==> src/rtl/rr_sel_pkg.sv <==
// Shared types and helpers for the round-robin select mux and its arbiter.
package rr_sel_pkg;

  localparam int MAX_CH = 16;

  typedef enum logic {
    MODE_FIXED = 1'b0,
    MODE_RR    = 1'b1
  } mode_e;

  typedef enum logic {
    ST_IDLE   = 1'b0,
    ST_LOCKED = 1'b1
  } lock_state_e;

  // Index of the set bit in a one-hot vector (0 when the vector is zero).
  function automatic int onehot_to_idx(input logic [MAX_CH-1:0] onehot);
    int idx;
    idx = 0;
    for (int i = 0; i < MAX_CH; i++) begin
      if (onehot[i]) idx = idx | i;
    end
    return idx;
  endfunction

endpackage

==> src/rtl/rr_arbiter.sv <==
// Grant logic: fixed-priority or round-robin search over the requesters that
// the lock mask still allows. Purely combinational.
module rr_arbiter
  import rr_sel_pkg::*;
#(
  parameter  int N_CH  = 4,
  localparam int PTR_W = $clog2(N_CH)
) (
  input  logic [N_CH-1:0]  req,
  input  logic [PTR_W-1:0] ptr,
  input  mode_e            mode,
  input  logic [N_CH-1:0]  lock_mask,
  output logic [N_CH-1:0]  grant,
  output logic [PTR_W-1:0] grant_idx,
  output logic             grant_valid
);

  logic [N_CH-1:0]   req_masked;
  logic [MAX_CH-1:0] grant_ext;

  generate
    for (genvar gi = 0; gi < N_CH; gi++) begin : g_mask
      assign req_masked[gi] = req[gi] & lock_mask[gi];
    end
  endgenerate

  // Walk the channels starting at ptr (round-robin) or at 0 (fixed); first hit wins.
  always_comb begin
    logic found;
    grant = '0;
    found = 1'b0;
    for (int k = 0; k < N_CH; k++) begin
      int c;
      c = (mode == MODE_RR) ? int'(ptr) + k : k;
      if (c >= N_CH) c = c - N_CH;
      if (!found && req_masked[c]) begin
        grant[c] = 1'b1;
        found    = 1'b1;
      end
    end
  end

  // Binary index of the granted channel, used for the data mux and the pointer.
  always_comb begin
    grant_ext            = '0;
    grant_ext[N_CH-1:0]  = grant;
    grant_idx            = PTR_W'(onehot_to_idx(grant_ext));
  end

  assign grant_valid = |grant;

endmodule

==> src/rtl/rr_sel_mux.sv <==
// N-channel valid/ready select mux with an internal arbiter and one output
// register stage. Holds the output register, the round-robin pointer and the
// optional packet-lock state machine.
module rr_sel_mux
  import rr_sel_pkg::*;
#(
  parameter int N_CH = 4,
  parameter int W    = 8,
  parameter int MODE = 1,
  parameter int LOCK = 0
) (
  input  logic              i_clk,
  input  logic              i_rst_n,
  input  logic [N_CH-1:0]   i_valid,
  input  logic [N_CH*W-1:0] i_data,
  input  logic [N_CH-1:0]   i_last,
  output logic [N_CH-1:0]   o_ready,
  output logic              o_valid,
  output logic [W-1:0]      o_data,
  output logic              o_last,
  output logic [N_CH-1:0]   o_sel,
  input  logic              i_ready
);

  localparam int    PTR_W    = $clog2(N_CH);
  localparam mode_e ARB_MODE = (MODE != 0) ? MODE_RR : MODE_FIXED;

  logic              o_valid_reg;
  logic [W-1:0]      o_data_reg;
  logic              o_last_reg;
  logic [N_CH-1:0]   o_sel_reg;
  logic [PTR_W-1:0]  ptr_reg, ptr_next;
  lock_state_e       lock_state_reg, lock_state_next;
  logic [PTR_W-1:0]  lock_ch_reg, lock_ch_next;

  logic              load_en;
  logic [N_CH-1:0]   arb_req;
  logic [N_CH-1:0]   lock_mask;
  logic [N_CH-1:0]   grant;
  logic [PTR_W-1:0]  grant_idx;
  logic              grant_valid;
  logic [W-1:0]      sel_data;
  logic              sel_last;

  // The register can take a new beat when empty or when the consumer drains it.
  assign load_en = !o_valid_reg || i_ready;
  assign arb_req = i_valid & {N_CH{load_en}};

  // While locked, only the owning channel may win arbitration.
  generate
    for (genvar gi = 0; gi < N_CH; gi++) begin : g_lock_mask
      assign lock_mask[gi] = (lock_state_reg == ST_IDLE) || (lock_ch_reg == PTR_W'(gi));
    end
  endgenerate

  rr_arbiter #(.N_CH(N_CH)) u_arbiter (
    .req         (arb_req),
    .ptr         (ptr_reg),
    .mode        (ARB_MODE),
    .lock_mask   (lock_mask),
    .grant       (grant),
    .grant_idx   (grant_idx),
    .grant_valid (grant_valid)
  );

  assign sel_data = i_data[int'(grant_idx)*W +: W];
  assign sel_last = i_last[grant_idx];

  // Next pointer and lock state; both only move when a beat is actually granted.
  always_comb begin
    ptr_next        = ptr_reg;
    lock_state_next = lock_state_reg;
    lock_ch_next    = lock_ch_reg;
    if (grant_valid) begin
      if (ARB_MODE == MODE_RR && lock_state_reg == ST_IDLE) begin
        ptr_next = (grant_idx == PTR_W'(N_CH-1)) ? '0 : grant_idx + 1'b1;
      end
      if (LOCK != 0) begin
        if (lock_state_reg == ST_IDLE) begin
          if (!sel_last) begin
            lock_state_next = ST_LOCKED;
            lock_ch_next    = grant_idx;
          end
        end else if (sel_last) begin
          lock_state_next = ST_IDLE;
        end
      end
    end
  end

  // State register for the pointer and the lock FSM.
  always_ff @(posedge i_clk or negedge i_rst_n) begin
    if (!i_rst_n) begin
      ptr_reg        <= '0;
      lock_state_reg <= ST_IDLE;
      lock_ch_reg    <= '0;
    end else begin
      ptr_reg        <= ptr_next;
      lock_state_reg <= lock_state_next;
      lock_ch_reg    <= lock_ch_next;
    end
  end

  // Output register: load the granted beat, go empty when nobody requests, hold on stall.
  always_ff @(posedge i_clk or negedge i_rst_n) begin
    if (!i_rst_n) begin
      o_valid_reg <= 1'b0;
      o_data_reg  <= '0;
      o_last_reg  <= 1'b0;
      o_sel_reg   <= '0;
    end else if (load_en) begin
      o_valid_reg <= grant_valid;
      o_sel_reg   <= grant;
      if (grant_valid) begin
        o_data_reg <= sel_data;
        o_last_reg <= sel_last;
      end
    end
  end

  assign o_ready = grant;
  assign o_valid = o_valid_reg;
  assign o_data  = o_data_reg;
  assign o_last  = o_last_reg;
  assign o_sel   = o_sel_reg;

endmodule

==> config.mk <==
export PLATFORM = sky130hd
export DESIGN_NAME = rr_sel_mux
export DESIGN_NICKNAME = d
export VERILOG_FILES = /design/src/rtl/rr_sel_pkg.sv /design/src/rtl/rr_arbiter.sv /design/src/rtl/rr_sel_mux.sv
export SDC_FILE = /design/constraint.sdc
export NUM_CORES = 1
export LEC_CHECK = 0
export BUFFER_PORTS_ARGS = -buffer_cell sky130_fd_sc_hd__buf_4
export CAP_MARGIN = 15
export CELL_PAD_IN_SITES_DETAIL_PLACEMENT = 1
export CELL_PAD_IN_SITES_GLOBAL_PLACEMENT = 2
export CORE_MARGIN = 4
export CORE_UTILIZATION = 29
export DETAILED_ROUTE_END_ITERATION = 6
export PLACE_DENSITY = 0.8
export SYNTH_ARGS = -nofsm -noshare
export SYNTH_HDL_FRONTEND = slang
export SYNTH_HIERARCHICAL = 1
export SYNTH_SLANG_ARGS = --single-unit
export TNS_END_PERCENT = 50
==> constraint.sdc <==
create_clock -name i_clk -period 6.6 [get_ports i_clk]
set_input_delay 0 -clock i_clk [delete_from_list [all_inputs] [get_ports i_clk]]
set_output_delay 0 -clock i_clk [all_outputs]
set_load 0.02 [all_outputs]
==> qor.csv, run 1 <==
stage,metric,value,unit
critical_path,"Req. time, crit path",6730,ps
cells_and_area,area growth from synthesis to layout,44.2,%
grt,initial antenna violation count,0,
synth,top-count cell post-synth,dfrtp_1,
floorplan,die footprint,5430,um^2
power_and_ir_drop,PwrDens,389,nW/um^2
hold_path,Worst Hold Class,primary input to async pin,
clock_tree,number of buffers added for setup after CTS,0,
synth,cell taking the most area after synthesis,dfrtp_1,
clock_tree,post-CTS resize count,0,
clock_tree,CTS sink count,16,
clock_tree,H-tree depth,1,
grt,first-pass GRT wire length,5.83,mm
status,status,completed,
grt,vias in the first global route,1273,
power_and_ir_drop,Peak supply drop,143,uV
sta,Hold Fails Final Rpt,0,
clock_tree,CTS Root Cell,clkbuf_8,
synth,warnings from Yosys,6,
synth,syn avg cell area,11.3,um^2
synth,commonest cells in the netlist,"16 x dfrtp_1, 15 x mux2_2, 10 x nand2_1, 9 x mux4_2",
sta,Setup Skew,2.82,ps
synth,Async SR Flop Fraction,1.00,
synth,post-synth cell types,39,
grt,grt ovf,0,
floorplan,Core Area,4090,um^2
critical_path,Startpoint Class,register,
clock_tree,# hold bufs at CTS,1,
route,vias per cell,4.83,
clock_tree,CTS tree,built,
cells_and_area,final core utilization,0.442,
route,routed wire length,3.38,mm
synth,number of synthesized flops with an enable pin,0,
place,gp weighted congestion,0.737,
flow_run,max_cap viols,0,
clock_tree,clock-pin slew on the worst setup and hold paths,60,ps
clock_tree,cts bufs inserted,3,
synth,synthesized instance count,111,
critical_path,critical path type,register to register,
cells_and_area,max reg flops,8,
cells_and_area,Reg area,400,um^2
route,1st-iter DRT viols,35,
place,Placed Cells,224,
clock_tree,CTS max path bufs,2,
floorplan,Die W,73.7,um
sta,Final min period,3260,ps
place,dpl hpwl,2.85,mm
sta,setup TNS,0,ps
route,Initial DRT Pass Iterations,4,
grt,largest net degree at the start of global routing,17,
power_and_ir_drop,Pleak,0.877,nW
synth,synthesized area,1250,um^2
sta,fin crit share,0.494,
sta,Peak Freq,307,MHz
synth,post-synth top area share,0.320,
sta,Slew HR,0.582,
synth,ys flop type,dfrtp_1,
floorplan,Initial Util,0.306,
sta,actual slew at the worst max-slew pin,625,ps
place,Buffers on Ports,60,
cells_and_area,area taken by multi-input logic gates,818,um^2
synth,"Seq/Total Area, Yosys",0.320,
floorplan,row count,23,
synth,largest cells by area after synthesis,"dfrtp_1 32%, mux4_2 16%, mux2_2 14%",
route,via count,1107,
critical_path,Critical Path Sink Type,register,
critical_path,worst-path maximum fanout,11,
grt,gr usage total,0.137,
clock_tree,latest clock arrival within the worst-skew pair,240,ps
route,drc violations,0,
synth,number of synthesized register bits,16,
cells_and_area,n_diodes,0,
cells_and_area,Non-Filler Instances,229,
sta,max-slew violation count,0,
place,placed inst area,1740,um^2
cells_and_area,share of post-route cells with drive strength above 1,0.553,
cells_and_area,NumNets Final,224,
cells_and_area,Post-Layout Inst Area,1800,um^2
critical_path,arrival time worst endpoint,3390,ps
sta,setup violation total in the final timing report,0,
route,Routed Antenna Nets,0,
route,average wire per standard cell,14.7,um
sta,RSZ-0062 raised after global routing,false,
floorplan,die outline height,73.7,um
floorplan,Ports,61,
cells_and_area,fillcell total,495,
-- final cells by class --
cell class,instances,share of cell area
Sequential cell,16,0.222
Multi-Input combinational cell,96,0.454
Clock buffer,4,0.0305
Inverter,2,0.00416
Tap cell,50,0.0347
Timing Repair Buffer,61,0.255
-- critical path: stages, from the launching register on --
cell and delay [ps]:
dfrtp_1 380, nand2b_1 310, and2_1 200, and2_1 220, nor2_1 80, a21o_1 180, a21o_1 210, a41oi_1 270
nand2_1 410, mux4_2 600, mux2_2 280
-- placed cells by master, fill, tap and decap left out, types with 2 or more instances in the layout --
| master | count |
|---|---|
| nor2_1 | 3 |
| dfrtp_1 | 16 |
| buf_4 | 60 |
| mux4_2 | 9 |
| a21oi_1 | 2 |
| a21o_1 | 5 |
| conb_1 | 11 |
| nand2b_1 | 2 |
| nor3_1 | 5 |
| inv_1 | 2 |
| clkbuf_8 | 4 |
| nand2_2 | 2 |
| nand3_1 | 3 |
| or3b_1 | 2 |
| o21ai_1 | 2 |
| and2_2 | 2 |
| nand2_1 | 10 |
| and2_1 | 5 |
| mux2_2 | 15 |
-- per-stage QoR --
step / hold WS, ps / setup slack (ps) / power [W]
5_1_grt: 194 / 3020 / 0.000760
3_5_place_dp: -128 / 3280 / 0.000626
3_3_place_gp: -137 / 3350 / 0.000612
4_1_cts: 150 / 3250 / 0.000715
2_1_floorplan: -296 / 3760 / 0.000503
6_report: 157 / 3340 / 0.000702
-- path summary, 6_finish.rpt --
| check | startpoint | end | slack (ps) | cells after the start |
|---|---|---|---|---|
| max in group asynchronous | i_rst_n | o_sel[2] | 6260 | 2 |
| min reg2reg | o_data[6] | o_data[6] | 510 | 1 |
| min | i_rst_n | o_last | 160 | 2 |
| max | o_valid | o_data[0] | 3340 | 10 |
| max reg2reg | o_valid | o_data[0] | 3340 | 10 |
| min in group i_clk | i_data[6] | o_data[6] | 200 | 3 |
-- power breakdown --
group | internal [W] | total (W) | switching, W
Sequential | 0.000145 | 0.000185 | 0.0000405
Clock | 0.0000528 | 0.0000845 | 0.0000317
Combinational | 0.000225 | 0.000433 | 0.000208
-- routing by layer --
layer  vias to the layer above  wire (um)  part of all wire  global-route usage
li1                        536          -                 -                   -
met1                       521       1340              0.40               0.170
met2                        46       1710              0.51               0.228
met3                         4        283             0.084              0.0328
met4                         0         43             0.013              0.0483
met5                         -          0                 0                   0
-- kinds of logic after synthesis --
group,synth area share
fa+ha+maj,0.0100
other cells,0.00300
simple gates,0.182
buf+inv,0.0560
flops,0.320
mux,0.315
compound gates,0.114
(Power assumes the default switching activity.)
==> run 2, diff against run 1 <==
ABC_AREA = 1   (was unset)
CORE_UTILIZATION = 21   (was 29)
PLACE_DENSITY = 0.71   (was 0.8)
clock period = 2.7 ns   (was 6.6 ns; I/O delays follow)
==> qor.csv, run 2 <==
stage,metric,value,unit,change
synth,top-count cell post-synth,nand2_1,,
cells_and_area,max reg flops,8,,unchanged
place,Buffers on Ports,60,,unchanged
status,status,completed,,
critical_path,CP Launch Point,o_valid,,
critical_path,critical path type,register to register,,
synth,cell taking the most area after synthesis,nand2_1,,
grt,initial antenna violation count,0,,unchanged
synth,warnings from Yosys,6,,unchanged
synth,ys flop type,dfrtp_1,,
route,drc violations,0,,unchanged
route,Routed Antenna Nets,0,,unchanged
grt,first-pass GRT wire length,8.70,mm,+49%
cells_and_area,"most common cell after layout, fill and taps aside",nand2_1,,
clock_tree,H-tree depth,1,,unchanged
synth,commonest cells in the netlist,"129 x nand2_1, 54 x inv_1, 40 x nand3_1, 16 x dfrtp_1, 8 x nor2_1",,
cells_and_area,n_diodes,0,,unchanged
hold_path,Worst Hold Class,primary input to async pin,,
floorplan,Ports,61,,unchanged
clock_tree,CTS Root Cell,clkbuf_8,,
power_and_ir_drop,Logic pwr share,0.754,,+0.138
power_and_ir_drop,Peak supply drop,385,uV,+170%
grt,largest net degree at the start of global routing,19,,+2
synth,largest cells by area after synthesis,"nand2_1 31%, dfrtp_1 26%, inv_1 13%",,
power_and_ir_drop,Pleak,1.42,nW,+62%
flow_run,max_cap viols,0,,unchanged
clock_tree,CTS tree,built,,
route,routed wire length,5.17,mm,+53%
synth,number of synthesized register bits,16,,unchanged
power_and_ir_drop,Final Total Pwr,0.00269,W,+280%
critical_path,"Req. time, crit path",2850,ps,-3880 ps
route,Initial DRT Pass Iterations,4,,unchanged
synth,Async SR Flop Fraction,1.00,,unchanged
power_and_ir_drop,PwrDens,1210,nW/um^2,+210%
route,1st-iter DRT viols,60,,+71%
sta,max-slew violation count,0,,unchanged
floorplan,die footprint,8880,um^2,+64%
grt,vias in the first global route,1816,,+43%
cells_and_area,NumNets Final,394,,+76%
power_and_ir_drop,internal power,0.00121,W,+190%
clock_tree,cts bufs inserted,3,,unchanged
sta,Peak Freq,420,MHz,+37%
critical_path,worst-path maximum fanout,9,,-2
route,average wire per standard cell,11.5,um,-22%
critical_path,Critical Path Sink Type,register,,
cells_and_area,area growth from synthesis to layout,42.7,%,
clock_tree,clock-pin slew on the worst setup and hold paths,70,ps,about the same
critical_path,Startpoint Class,register,,
synth,number of synthesized flops with an enable pin,0,,unchanged
place,Placed Cells,443,,+98%
cells_and_area,most frequent cells in the layout,"129 x nand2_1, 64 x buf_4, 53 x inv_1",,
clock_tree,CTS max path bufs,2,,unchanged
synth,post-synth top area share,0.310,,-0.00990
sta,setup violation total in the final timing report,0,,unchanged
sta,Final min period,2380,ps,-879 ps
power_and_ir_drop,switching power,0.00147,W,+430%
floorplan,row count,31,,+35%
sta,setup TNS,0,ps,unchanged
place,gp weighted congestion,0.785,,+6.5%
sta,fin crit share,0.881,,+0.387
synth,synthesized instance count,274,,+150%
power_and_ir_drop,switching fraction of total power,0.549,,+0.150
route,via count,1767,,+60%
place,dpl hpwl,4.44,mm,+55%
synth,"Seq/Total Area, Yosys",0.256,,-0.0636
floorplan,Initial Util,0.215,,-0.0909
sta,Setup Skew,1.20,ps,-1.62 ps
floorplan,die outline height,94.2,um,+28%
floorplan,Die W,94.2,um,+28%
grt,grt ovf,0,,unchanged
synth,syn avg cell area,5.70,um^2,-49%
grt,gr usage total,0.121,,-0.0156
cells_and_area,Non-Filler Instances,448,,+96%
power_and_ir_drop,sequential share of power,0.165,,-0.099
synth,post-synth cell types,22,,-44%
clock_tree,CTS sink count,16,,unchanged
synth,synthesized area,1560,um^2,+25%
floorplan,Core Area,7250,um^2,+77%
sta,RSZ-0062 raised after global routing,false,,
clock_tree,latest clock arrival within the worst-skew pair,250,ps,about the same
cells_and_area,share of post-route cells with drive strength above 1,0.252,,-0.301
power_and_ir_drop,clock power share,0.081,,-0.039
sta,Hold Fails Final Rpt,0,,unchanged
critical_path,arrival time worst endpoint,2530,ps,-860 ps
critical_path,R2R Path Start,o_valid,,
route,vias per cell,3.94,,-18%
-- run 2: worst paths after layout --
check                      cells past startpoint  slack (ps)         to
max                                           18         320  o_data[1]
min                                            2         140  o_data[3]
max reg2reg                                   18         320  o_data[1]
min reg2reg                                    2         490   o_sel[1]
max in group asynchronous                      2        2370    o_valid
min in group i_clk                             7         160  o_data[5]
-- run 2: power groups by stage --
| stage | Clock (W) | Sequential, W | Combinational [W] |
|---|---|---|---|
| 6_report | 0.000218 | 0.000443 | 0.00203 |
| 5_1_grt | 0.000231 | 0.000459 | 0.00232 |
| 4_1_cts | 0.000222 | 0.000448 | 0.00202 |
| 3_5_place_dp | 0 | 0.000451 | 0.00201 |
| 3_3_place_gp | 0 | 0.000450 | 0.00201 |
| 2_1_floorplan | 0 | 0.000540 | 0.00135 |
-- run 2: logic make-up after synthesis --
logic type                 count (synthesis)  synth area share
and+or+nand+nor                          191             0.542
buffers and inverters                     64             0.186
DFF                                       16             0.256
AOI/OAI and AO/OA                          1           0.00481
adders and majority gates                  1           0.00801
other                                      1           0.00240
-- run 2: repair_timing --
item / CTS / global route
buffers inserted: 0 / 0
endpoints found under the setup margin: 0 / 9
resized for setup: 0 / 5
endpoints found under the hold margin: 16 / 0
hold buffers: 1 / 0
-- run 2: area by class of cell --
cell class                 instances  area [um^2]
timing repair buffer              66          505
sequential                        16          400
tap                               99          124
multi-input combinational        203          905
inverter                          60          239
fill                            1000         5020
clock buffer                       4         55.1
-- run 2: layer usage --
| metal | wire, um | up-vias | share of wire | track usage |
|---|---|---|---|---|
| met5 | 0 | - | 0 | 0 |
| met3 | 163 | 4 | 0.032 | 0.00641 |
| met2 | 2160 | 39 | 0.42 | 0.176 |
| met4 | 38 | 0 | 0.0074 | 0.0289 |
| met1 | 2810 | 778 | 0.54 | 0.191 |
| li1 | - | 946 | - | - |
-- run 2: critical path, cell delays in order (launching register included) --
cell	delay, ps
dfrtp_1	350
inv_1	70
nor2_4	120
nor2_1	60
nand2_1	110
inv_1	80
nand2_1	70
nand2_1	60
nand2_2	70
nand2_4	70
nor2_4	170
nand3_1	130
nand3_2	140
or2_1	300
clkinv_4	150
nand3_1	120
nand2_1	80
nand2_1	80
nand2_1	50
-- run 2: per-stage QoR --
step	cell area (um^2)	hold WS, ps	setup WS (ps)	util
6_report	2230	144	321	0.307
5_1_grt	2230	156	28.4	0.307
4_1_cts	2220	150	229	0.306
3_5_place_dp	2150	-125	247	0.297
3_3_place_gp	2150	-130	308	0.297
2_1_floorplan	1600	-296	283	-
==> run 3, diff against run 2 <==
CELL_PAD_IN_SITES_DETAIL_PLACEMENT = 0   (was 1)
CELL_PAD_IN_SITES_GLOBAL_PLACEMENT = 1   (was 2)
CORE_UTILIZATION = 29   (was 21)
PLACE_DENSITY = 0.73   (was 0.71)
RECOVER_POWER = 25   (was unset)
==> qor.csv, run 3 (synthesis results as in run 2) <==
stage,metric,value,unit,change
cells_and_area,NumNets Final,393,,-0.25%
clock_tree,CTS sink count,16,,unchanged
place,Buffers on Ports,60,,unchanged
sta,setup slack after layout,327,ps,+5.68 ps
sta,Hold WS,23.7,ps,-120 ps
cells_and_area,"most common cell after layout, fill and taps aside",nand2_1,,
clock_tree,cts bufs inserted,3,,unchanged
clock_tree,number of buffers added for setup after CTS,0,,unchanged
floorplan,Core Area,5170,um^2,-29%
sta,fin crit share,0.879,,-0.00211
power_and_ir_drop,switching fraction of total power,0.543,,-0.00558
power_and_ir_drop,internal power,0.00118,W,-2.7%
sta,Final min period,2370,ps,-5.68 ps
critical_path,Crit path largest cell delay,340,ps,about the same
cells_and_area,Post-Layout Inst Area,2170,um^2,-2.6%
power_and_ir_drop,PwrDens,1190,nW/um^2,-1.4%
critical_path,CP bufs+invs,3,,unchanged
power_and_ir_drop,Peak supply drop,463,uV,+20%
cells_and_area,fillcell total,570,,-43%
cells_and_area,area taken by multi-input logic gates,905,um^2,unchanged
floorplan,die footprint,6620,um^2,-25%
grt,gr usage total,0.130,,+0.00922
grt,initial antenna violation count,0,,unchanged
clock_tree,clock-pin slew on the worst setup and hold paths,60,ps,about the same
clock_tree,H-tree depth,1,,unchanged
critical_path,Crit-path slowest cell,dfrtp_1,,
route,via count,1744,,-1.3%
grt,grt ovf,0,,unchanged
power_and_ir_drop,Pleak,1.41,nW,-0.70%
sta,RSZ-0062 raised after global routing,false,,
sta,Slew HR,0.441,,
clock_tree,# hold bufs at CTS,1,,unchanged
place,gp weighted congestion,0.843,,+7.5%
sta,actual slew at the worst max-slew pin,839,ps,
cells_and_area,max reg flops,8,,unchanged
cells_and_area,most frequent cells in the layout,"129 x nand2_1, 63 x buf_4, 54 x inv_1",,
status,status,completed,,
critical_path,Critical Path Sink Type,register,,
floorplan,Die W,81.4,um,-14%
route,1st-iter DRT viols,134,,+120%
cells_and_area,share of post-route cells with drive strength above 1,0.244,,-0.00790
sta,max-slew violation count,0,,unchanged
clock_tree,latest clock arrival within the worst-skew pair,240,ps,about the same
critical_path,Crit path top cell by count,nand2_1,,
sta,setup violation total in the final timing report,0,,unchanged
sta,Setup Skew,1.01,ps,-0.189 ps
grt,first-pass GRT wire length,6.91,mm,-21%
clock_tree,post-CTS resize count,0,,unchanged
critical_path,critical path type,register to register,,
sta,Hold Fails Final Rpt,0,,unchanged
place,dpl hpwl,3.60,mm,-19%
critical_path,worst-path cell chain,inv_1 -> nor2_4 -> nor2_1 -> nand2_1 -> nand2_1 -> nand3_1 -> nand2_2 -> nor2_2 -> nand3_1 -> nand3_2 -> nor2_1 -> inv_1 -> buf_4 -> nand2_1 -> nand3_1 -> nand2_1 -> nand2_1 -> nand2_1,,
clock_tree,CTS tree,built,,
cells_and_area,Reg area,400,um^2,unchanged
route,routed wire length,4.36,mm,-16%
power_and_ir_drop,clock power share,0.082,,about the same
place,pre-CTS setup slack,323,ps,+75.9 ps
cells_and_area,area growth from synthesis to layout,39.0,%,
route,drc violations,0,,unchanged
sta,setup TNS,0,ps,unchanged
route,average wire per standard cell,10.4,um,-9.6%
route,Initial DRT Pass Iterations,4,,unchanged
grt,vias in the first global route,1533,,-16%
critical_path,arrival time worst endpoint,2510,ps,-20 ps
flow_run,max_cap viols,0,,unchanged
floorplan,Initial Util,0.302,,+0.0866
place,placed inst area,2110,um^2,-2.0%
power_and_ir_drop,sequential share of power,0.170,,+0.005
route,vias per cell,4.17,,+5.8%
critical_path,Startpoint Class,register,,
critical_path,worst-path maximum fanout,18,,+9
clock_tree,CTS Root Cell,clkbuf_8,,
power_and_ir_drop,Logic pwr share,0.748,,-0.006
floorplan,row count,26,,-16%
critical_path,"Req. time, crit path",2840,ps,about the same
route,Routed Antenna Nets,0,,unchanged
hold_path,Worst Hold Class,primary input to register,,
clock_tree,CTS max path bufs,2,,unchanged
floorplan,die outline height,81.4,um,-14%
floorplan,Ports,61,,unchanged
cells_and_area,n_diodes,0,,unchanged
critical_path,"delay-heaviest family, CP",simple AND/OR/NAND/NOR gates,,
sta,Peak Freq,421,MHz,+0.24%
grt,largest net degree at the start of global routing,19,,unchanged
power_and_ir_drop,switching power,0.00140,W,-4.9%
==> run 3: cell types whose count changed in the layout (fill, tap and decap cells not counted) <==
| cell | previous run | this run |
|---|---|---|
| buf_4 | 64 | 63 |
| buf_8 | 1 | 0 |
| clkbuf_1 | 0 | 1 |
| inv_1 | 53 | 54 |
| inv_4 | 1 | 0 |
==> run 3: metal layers <==
metal / track usage / vias to the layer above / part of all wire
met5: 0 / - / 0
met4: 0.0422 / 0 / 0.0073
met3: 0.00887 / 2 / 0.061
met2: 0.181 / 56 / 0.42
met1: 0.208 / 738 / 0.52
li1: - / 948 / -
==> run 3: power by group through the flow <==
| stage | registers [W] | logic, W | clock network (W) |
|---|---|---|---|
| floorplan | 0.000540 | 0.00135 | 0 |
| global placement | 0.000444 | 0.00197 | 0 |
| detailed placement | 0.000444 | 0.00195 | 0 |
| CTS | 0.000442 | 0.00196 | 0.000214 |
| global route | 0.000457 | 0.00218 | 0.000224 |
| finish | 0.000440 | 0.00193 | 0.000211 |
==> run 3: per-stage QoR <==
stage / power [W] / util / instances
after floorplan: 0.00189 / - / 283
after global placement: 0.00241 / 0.408 / 413
after detailed placement: 0.00239 / 0.408 / 413
after CTS: 0.00261 / 0.420 / 418
after global routing: 0.00286 / 0.420 / 418
final: 0.00258 / 0.420 / 418
==> run 3: worst reg2reg max path: cells and delay by family (launching register included) <==
family        cells  cell delay [ps]
simple gates     15             1520
flops             1              340
buf+inv           3              410
==> run 3: final cells by class <==
class / instances / share of cell area
Inverter: 60 / 0.109
Timing Repair Buffer: 65 / 0.224
Tap cell: 70 / 0.0403
Multi-Input combinational cell: 203 / 0.417
Sequential cell: 16 / 0.184
Clock buffer: 4 / 0.0254
==> run 3: worst paths after layout <==
check / start / depth (start not counted) / slack [ps] / endpoint
max: o_valid / 18 / 330 / o_data[7]
min in group asynchronous: i_rst_n / 2 / 390 / o_data[5]
min reg2reg: o_sel[0] / 2 / 480 / o_sel[0]
max in group asynchronous: i_rst_n / 2 / 1800 / o_sel[0]
max reg2reg: o_valid / 18 / 330 / o_data[7]
min: i_ready / 4 / 20 / o_sel[3]
